==> config.mk <==
export PLATFORM = sky130hd
export DESIGN_NAME = blastit_cmd_decoder
export DESIGN_NICKNAME = d
export VERILOG_FILES = /design/src/rtl/blastit_cmd_pkg.sv /design/src/rtl/cmd_timeout_timer.sv /design/src/rtl/blastit_cmd_decoder.sv
export SDC_FILE = /design/constraint.sdc
export NUM_CORES = 1
export LEC_CHECK = 0
export ABC_CLOCK_PERIOD_IN_PS = 8700
export BUFFER_PORTS_ARGS = -buffer_cell sky130_fd_sc_hd__clkbuf_2
export CAP_MARGIN = 20
export CORE_MARGIN = 5
export CORE_UTILIZATION = 60
export DETAILED_ROUTE_END_ITERATION = 7
export PLACE_DENSITY_LB_ADDON = 0.12
export SYNTH_ARGS = -nofsm -noshare
export SYNTH_HDL_FRONTEND = slang
export SYNTH_SLANG_ARGS = --single-unit
==> constraint.sdc <==
create_clock -name clk -period 8.7 [get_ports clk]
set_clock_uncertainty 0.05 [all_clocks]
set_input_delay 1.74 -clock clk [delete_from_list [all_inputs] [get_ports clk]]
set_output_delay 1.74 -clock clk [all_outputs]
set_load 0.02 [all_outputs]
==> src/rtl/blastit_cmd_pkg.sv <==
// Shared constants and types for the blastit UART command decoder:
// frame sync byte, opcodes, FSM state encoding and brightness reset value.
package blastit_cmd_pkg;

    localparam logic [7:0] SYNC_BYTE      = 8'hA5;
    localparam logic [7:0] OP_SSEG_WR     = 8'h01;
    localparam logic [7:0] OP_SSEG_BRIGHT = 8'h02;
    localparam logic [7:0] OP_LEDS_WR     = 8'h03;
    localparam logic [7:0] OP_LEDS_BRIGHT = 8'h04;
    localparam logic [7:0] OP_WARN        = 8'h05;

    localparam logic [7:0] BRIGHT_RESET   = 8'h80;
    localparam logic [7:0] ERR_COUNT_MAX  = 8'hFF;

    typedef enum logic [2:0] {
        ST_IDLE,
        ST_CMD,
        ST_ARG0,
        ST_ARG1,
        ST_CHK
    } state_t;

    function automatic logic op_known(input logic [7:0] op);
        return (op == OP_SSEG_WR)     || (op == OP_SSEG_BRIGHT) ||
               (op == OP_LEDS_WR)     || (op == OP_LEDS_BRIGHT) ||
               (op == OP_WARN);
    endfunction

endpackage

==> src/rtl/cmd_timeout_timer.sv <==
// Loadable down-counter used as the inter-byte timeout; expire_c pulses for
// one cycle on the last enabled count before reaching zero.
module cmd_timeout_timer #(
    parameter int unsigned               TIMEOUT_BITS   = 20,
    parameter logic [TIMEOUT_BITS-1:0]   TIMEOUT_CYCLES = 20'd500000
) (
    input  logic clk,
    input  logic reset,
    input  logic load,
    input  logic en,
    output logic expire_c
);

    logic [TIMEOUT_BITS-1:0] count_q;

    // A load always wins over counting so an arriving byte can never expire.
    always_ff @(posedge clk or posedge reset) begin
        if (reset) begin
            count_q <= '0;
        end else if (load) begin
            count_q <= TIMEOUT_CYCLES;
        end else if (en && (count_q != '0)) begin
            count_q <= count_q - TIMEOUT_BITS'(1);
        end
    end

    assign expire_c = en && !load && (count_q == TIMEOUT_BITS'(1));

endmodule

==> src/rtl/blastit_cmd_decoder.sv <==
// UART command decoder: frames A5/CMD/ARG0/ARG1/CHK, drives display write strobes
// and brightness registers. Inter-byte timeout enabled by BLASTIT_CMD_TIMEOUT_EN.
module blastit_cmd_decoder
    import blastit_cmd_pkg::*;
#(
    parameter int unsigned             SSEG_BITS      = 4,
    parameter int unsigned             PWM_BITS       = 8,
    parameter int unsigned             LEDS_N_BITS    = 4,
    parameter int unsigned             LEDS_M_BITS    = 4,
    parameter int unsigned             TIMEOUT_BITS   = 20,
    parameter logic [TIMEOUT_BITS-1:0] TIMEOUT_CYCLES = 20'd500000
) (
    input  logic                               clk,
    input  logic                               reset,
    input  logic [7:0]                         rx_data,
    input  logic                               rx_done_tick,
    output logic                               sseg_wr,
    output logic [SSEG_BITS-1:0]               sseg_sel,
    output logic                               sseg_en,
    output logic                               sseg_sign,
    output logic                               sseg_dp,
    output logic [3:0]                         sseg_val,
    output logic [PWM_BITS-1:0]                sseg_brightness,
    output logic                               leds_wr,
    output logic [LEDS_N_BITS+LEDS_M_BITS-1:0] leds_sel_addr,
    output logic                               leds_sel,
    output logic                               leds_en,
    output logic [PWM_BITS-1:0]                leds_brightness,
    output logic [PWM_BITS-1:0]                warn_brightness,
    output logic                               warn_en,
    output logic                               frame_ok_tick,
    output logic [7:0]                         err_count
);

    localparam int unsigned LED_ADDR_W = LEDS_N_BITS + LEDS_M_BITS;

    state_t     state_q;
    state_t     state_d;
    logic [7:0] cmd_q;
    logic [7:0] arg0_q;
    logic [6:0] arg1_q;
    logic [7:0] chk_acc_q;
    logic       accept_c;
    logic       reject_c;
    logic       timeout_c;

`ifdef BLASTIT_CMD_TIMEOUT_EN
    cmd_timeout_timer #(
        .TIMEOUT_BITS   (TIMEOUT_BITS),
        .TIMEOUT_CYCLES (TIMEOUT_CYCLES)
    ) u_timeout (
        .clk      (clk),
        .reset    (reset),
        .load     (rx_done_tick),
        .en       (state_q != ST_IDLE),
        .expire_c (timeout_c)
    );
`else
    logic [TIMEOUT_BITS-1:0] unused_timeout_cycles;
    assign unused_timeout_cycles = TIMEOUT_CYCLES;
    assign timeout_c             = 1'b0;
`endif

    always_ff @(posedge clk or posedge reset) begin
        if (reset) begin
            state_q <= ST_IDLE;
        end else begin
            state_q <= state_d;
        end
    end

    // An A5 inside a frame is plain data; only IDLE looks for sync.
    always_comb begin
        state_d = state_q;
        if (timeout_c) begin
            state_d = ST_IDLE;
        end else if (rx_done_tick) begin
            case (state_q)
                ST_IDLE: if (rx_data == SYNC_BYTE) state_d = ST_CMD;
                ST_CMD:  state_d = ST_ARG0;
                ST_ARG0: state_d = ST_ARG1;
                ST_ARG1: state_d = ST_CHK;
                ST_CHK:  state_d = ST_IDLE;
                default: state_d = ST_IDLE;
            endcase
        end
    end

    always_comb begin
        accept_c = 1'b0;
        reject_c = 1'b0;
        if ((state_q == ST_CHK) && rx_done_tick) begin
            if ((chk_acc_q == rx_data) && op_known(cmd_q)) begin
                accept_c = 1'b1;
            end else begin
                reject_c = 1'b1;
            end
        end
        if (timeout_c) begin
            reject_c = 1'b1;
        end
    end

    // Payload capture with a running XOR so ARG1 bit 7 need not be stored.
    always_ff @(posedge clk or posedge reset) begin
        if (reset) begin
            cmd_q     <= '0;
            arg0_q    <= '0;
            arg1_q    <= '0;
            chk_acc_q <= '0;
        end else if (rx_done_tick) begin
            case (state_q)
                ST_CMD: begin
                    cmd_q     <= rx_data;
                    chk_acc_q <= rx_data;
                end
                ST_ARG0: begin
                    arg0_q    <= rx_data;
                    chk_acc_q <= chk_acc_q ^ rx_data;
                end
                ST_ARG1: begin
                    arg1_q    <= rx_data[6:0];
                    chk_acc_q <= chk_acc_q ^ rx_data;
                end
                default: ;
            endcase
        end
    end

    always_ff @(posedge clk or posedge reset) begin
        if (reset) begin
            sseg_wr         <= 1'b0;
            sseg_sel        <= '0;
            sseg_en         <= 1'b0;
            sseg_sign       <= 1'b0;
            sseg_dp         <= 1'b0;
            sseg_val        <= '0;
            sseg_brightness <= PWM_BITS'(BRIGHT_RESET);
            leds_wr         <= 1'b0;
            leds_sel_addr   <= '0;
            leds_sel        <= 1'b0;
            leds_en         <= 1'b0;
            leds_brightness <= PWM_BITS'(BRIGHT_RESET);
            warn_brightness <= '0;
            warn_en         <= 1'b0;
            frame_ok_tick   <= 1'b0;
            err_count       <= '0;
        end else begin
            sseg_wr       <= 1'b0;
            leds_wr       <= 1'b0;
            frame_ok_tick <= accept_c;
            if (accept_c) begin
                case (cmd_q)
                    OP_SSEG_WR: begin
                        sseg_wr   <= 1'b1;
                        sseg_sel  <= SSEG_BITS'(arg0_q);
                        sseg_en   <= arg1_q[6];
                        sseg_sign <= arg1_q[5];
                        sseg_dp   <= arg1_q[4];
                        sseg_val  <= arg1_q[3:0];
                    end
                    OP_SSEG_BRIGHT: sseg_brightness <= PWM_BITS'(arg0_q);
                    OP_LEDS_WR: begin
                        leds_wr       <= 1'b1;
                        leds_sel_addr <= LED_ADDR_W'(arg0_q);
                        leds_sel      <= arg1_q[1];
                        leds_en       <= arg1_q[0];
                    end
                    OP_LEDS_BRIGHT: leds_brightness <= PWM_BITS'(arg0_q);
                    OP_WARN: begin
                        warn_brightness <= PWM_BITS'(arg0_q);
                        warn_en         <= arg1_q[0];
                    end
                    default: ;
                endcase
            end
            if (reject_c && (err_count != ERR_COUNT_MAX)) begin
                err_count <= err_count + 8'd1;
            end
        end
    end

endmodule

Word-level counts from Yosys, hierarchy flattened
Cells that the tools add are included.
- add/subtract/negate cells: 1
- bitwise gates (word level): 1
- reduce and logical (&&, ||, !) cells: 20
- eq/ne operators: 13
- mux-type cells: 11
- operators by type and width (operator ; count):
    $reduce_and A2 Y1 ; 10
    $eq A8 B2 Y1 const B ; 2
    $eq A8 B3 Y1 const B ; 2
    $pmux W8 S2 ; 1
    $pmux W3 S4 ; 1
    $add A8 B1 Y8 const B ; 1
    $eq A8 B1 Y1 const B ; 1
    $eq A8 B8 Y1 ; 1
    $eq A8 B8 Y1 const B ; 1
    $mux W1 ; 8
    $ne A8 B8 Y1 const B ; 1
    $xor A8 B8 Y8 ; 1
    $eq A3 B2 Y1 const B ; 2
    $logic_or A1 B1 Y1 ; 4
    $eq A3 B1 Y1 const B ; 1
    $eq A3 B3 Y1 const B ; 1
    $logic_and A1 B1 Y1 ; 3
    $logic_not A3 Y1 ; 1
    $mux W3 ; 1
    $ne A2 B2 Y1 const B ; 1
    $reduce_bool A2 Y1 ; 1
    $reduce_or A2 Y1 ; 1
- word-level logic and storage cells: 67
- output and inout port bits: 57
- register bits after elaboration: 91

Depth between registers and ports, before layout
- depth in word-level cells: 9
- mapped depth: 7
- depth with buffers taken out: 5

Least setup slack after synthesis
Ideal clock, no wire load.
- kind: input port to flip-flop
- from: input rx_data[5]
- to: register warn_brightness[0]
- required time: 8525 ps
- setup time: 125 ps
- stages: 6
- path buffers: 1
- slack: 5170 ps
- arrival: 3355 ps
- cells stage by stage: xor2_1 nor4_1 nand2_1 or4_1 buf_6 mux2_4
- word-level cells in the longest chain between the ends: 5
- ends and longest elaborated chain (what ; RTL line ; RTL):
    from (decl) ; blastit_cmd_decoder.sv:15 ; input logic [7:0] rx_data,
    $eq A8 B8 Y1 ; blastit_cmd_decoder.sv:93 ; if ((chk_acc_q == rx_data) && op_known(cmd_q)) begin
    $logic_and A1 B1 Y1 ; blastit_cmd_decoder.sv:93 ;
    $mux W1 ; blastit_cmd_decoder.sv:93 ;
    $mux W1 ; blastit_cmd_decoder.sv:92 ; if ((state_q == ST_CHK) && rx_done_tick) begin
    $reduce_and A2 Y1 (no source line) ; -- ;
    to (signal assigned) ; blastit_cmd_decoder.sv:171 ; warn_brightness <= PWM_BITS'(arg0_q);
    to (decl) ; blastit_cmd_decoder.sv:29 ; output logic [PWM_BITS-1:0] warn_brightness,
No other way between the ends.
A chain may end at the register's enable or synchronous reset.

Final worst setup path
- from: input rx_data[5]
- to: register warn_brightness[7]
Same word-level chain as after synthesis.

==> run summary <==
### Outcome
- outcome: completed

### Drt
- detail-routed net length per standard cell: 17.86 um
- # DRC: 0
- First-pass DRT Iterations: 4
- antenna viol nets, final: 0
- drt first-iter violations: 115
- Via Count: 2403
- total wire length after detailed routing: 7627 um
- per-cell via count in the routed design: 5.628

### Synthesis
- Yosys warnings: 0
- per-instance average area after synthesis: 14.24 um^2
- Synth Flop Type: dfrtp_1
- asr flop ratio synth: 1.000
- Post-Synthesis Net Count: 283
- post-synthesis instance total: 271
- ranking of synthesized cells by area: dfrtp_1, mux2_2, mux2_4, xor2_1, nand2_1
- area share of the largest cell type after synthesis: 0.5770
- library cell with the largest summed area after synthesis: dfrtp_1
- FF+latch count, synth: 91
- number of unique standard cell types used by synthesis: 34
- EDFF count, synth: 0
- post-synthesis cell area: 3860 um^2
- dominant cell by count in the synthesized netlist: dfrtp_1
- sequential share of the synthesized area: 0.5906
- top cell types by occurrence after synthesis: dfrtp_1, mux2_2, nand2_1

### Cells and area
- fraction of layout instances using a drive strength above 1: 0.4657
- non-filler cells, final: 427
- fill cell total of the finished layout: 456
- Syn-to-layout area delta: 17.28%
- total inserted antenna cells: 0
- number of nets in the final layout: 358

### GRT
- total global-route track usage: 0.1994
- pin count of the biggest net entering global routing: 63
- number of global-route vias before repair: 2466
- aggregate global routing overflow: 0
- global-route wire length before repair: 12830 um
- number of antenna violations at the first check in global routing: 0

### Die
- FP Rows: 29
- die extent in x: 90.21 um
- area inside the core boundary: 6314 um^2
- Starting Density: 0.6114
- Die Y: 90.21 um
- Die ar.: 8137 um^2
- Boundary Pins: 68

### Timing
- Pins Over Slew Limit: 0
- Max Clock Freq: 0.2700 GHz
- worst slew margin relative to its limit: 0.4964
- Final Hold Viols: 0
- final worst path period share: 0.4258
- final worst path period need: 3.704 ns
- # setup viols final: 0
- RSZ-0062 raised after global routing: no
- setup_tns: 0 ns
- worst slew pin tran: 0.7554 ns

### Clock tree
- # resized after CTS: 0
- clock tree from TritonCTS: done
- clock transition at the registers of the reported paths: 0.09 ns
- clock tree root buffer cell: clkbuf_8
- later-pin clock latency in the skew report: 0.36 ns
- depth of the CTS H-tree: 3
- TritonCTS buffer count: 9
- CTS Sinks: 91
- hold buffers post-CTS: 0
- Max Buffers Root-to-Sink: 2
- number of buffers added for setup after CTS: 0

### Placement
- post-DP HPWL: 5303 um
- total of buffers placed on input and output ports: 67
- number of cells in the design after placement: 412
- final estimated routing congestion in global placement: 0.8977

### Worst setup path
- CP Capture Type: flop
- path type of the worst setup path: in -> reg
- Worst Setup Start Kind: input port
- data required time at the worst endpoint: 8.89 ns
- arrival time worst endpoint: 3.90 ns
- maximum fanout count along the critical path: 9

### Run
- max-capacitance violation count: 0

### Pwr
- leakage power summed over all cells: 0.002328 uW
- Max IR drop VDD: 0.2681 mV
- PD cells: 266.1 nW/um^2

### Hold path
- class of the most critical hold timing path: reg -> reg

area by class of cell:
cell class,count,area (um^2),area share
Clock inverter,6,137.6,0.03040
Multi-Input combinational cell,168,1511,0.3339
Tap cell,77,96.34,0.02128
Inverter,7,27.53,0.006081
Clock buffer,9,123.9,0.02736
Sequential cell,91,2280,0.5036
Timing Repair Buffer,69,350.3,0.07739
per-stage QoR:
| step | utilization | hold slack, ns | instance area, um^2 | power [uW] | setup slack, ns |
|---|---|---|---|---|---|
| floorplan | - | 0.4237 | 3860 | 766.5 | 4.550 |
| global placement | 0.6756 | 0.4385 | 4265 | 832.4 | 4.706 |
| detailed placement | 0.6756 | 0.4388 | 4265 | 842.8 | 4.682 |
| CTS | 0.7170 | 0.4574 | 4527 | 1211 | 5.004 |
| global route | 0.7170 | 0.4739 | 4527 | 1271 | 4.863 |
| finish | 0.7170 | 0.4547 | 4527 | 1205 | 4.996 |
per-layer routing:
layer | vias up | share of wire | track usage
li1 | 1110 | - | -
met3 | 16 | 0.051 | 0.04341
met4 | 0 | 0.023 | 0.09553
met1 | 1218 | 0.46 | 0.2682
met5 | - | 0 | 0
met2 | 59 | 0.47 | 0.3085
cells in the final DEF (no fill, tap or decap), types with 3 or more instances in the layout:
cell type | netlist | routed
mux2_4 | 19 | 19
nor3_1 | 4 | 4
nor4_1 | 4 | 4
nor2_1 | 6 | 6
nand4_1 | 5 | 5
and4_1 | 3 | 3
nand2_1 | 23 | 23
clkbuf_8 | 0 | 9
dfrtp_1 | 89 | 89
and3_1 | 4 | 4
bufinv_16 | 0 | 4
nand3_1 | 7 | 7
clkbuf_2 | 0 | 67
inv_1 | 7 | 6
xnor2_1 | 5 | 5
xor2_1 | 16 | 16
mux2_2 | 52 | 52
registers in the layout (all words and copies together) (netlist names):
name	flops
cmd_q	8
sseg_val	4
sseg_sel	4
arg0_q	8
sseg_sign	1
err_count	8
warn_brightness	8
sseg_brightness	8
leds_sel	1
sseg_dp	1
chk_acc_q	8
frame_ok_tick	1
arg1_q	7
leds_sel_addr	8
sseg_wr	1
sseg_en	1
leds_brightness	8
warn_en	1
leds_wr	1
state_q	3
leds_en	1
cell families (layout without fill, tap and decap cells):
| logic type | Yosys count | after routing | synth area share |
|---|---|---|---|
| AO/OA/AOI/OAI | 6 | 6 | 0.01005 |
| XOR/XNOR | 21 | 21 | 0.04765 |
| adder cells (fa/ha/maj) | 1 | 1 | 0.003241 |
| buffers and inverters | 12 | 91 | 0.01783 |
| flip-flops | 91 | 91 | 0.5906 |
| multiplexers | 73 | 73 | 0.2308 |
| AND/OR/NAND/NOR | 67 | 67 | 0.09984 |
final timing paths:
check                           start                 end  slack (ns)  cells past startpoint
setup reg to reg             cmd_q[3]    leds_sel_addr[7]        6.10                      5
hold reg to reg             arg1_q[6]             sseg_en        0.45                      1
max in group asynchronous       reset           arg1_q[5]        6.14                      3
hold / removal              arg1_q[6]             sseg_en        0.45                      1
setup / recovery           rx_data[5]  warn_brightness[7]        5.00                      6
min in group asynchronous       reset        err_count[5]        1.32                      2
critical path: stages:
cell	delay, ns
clkbuf_2	0.14
xor2_1	0.19
nor4_1	0.39
nand2_1	0.21
or4_1	0.83
mux2_4	0.40
power by group:
part           switching [uW]  internal (uW)
clock network             150            220
registers                93.1            510
logic                     121            111
No activity file was read; power rests on OpenSTA's default activity.
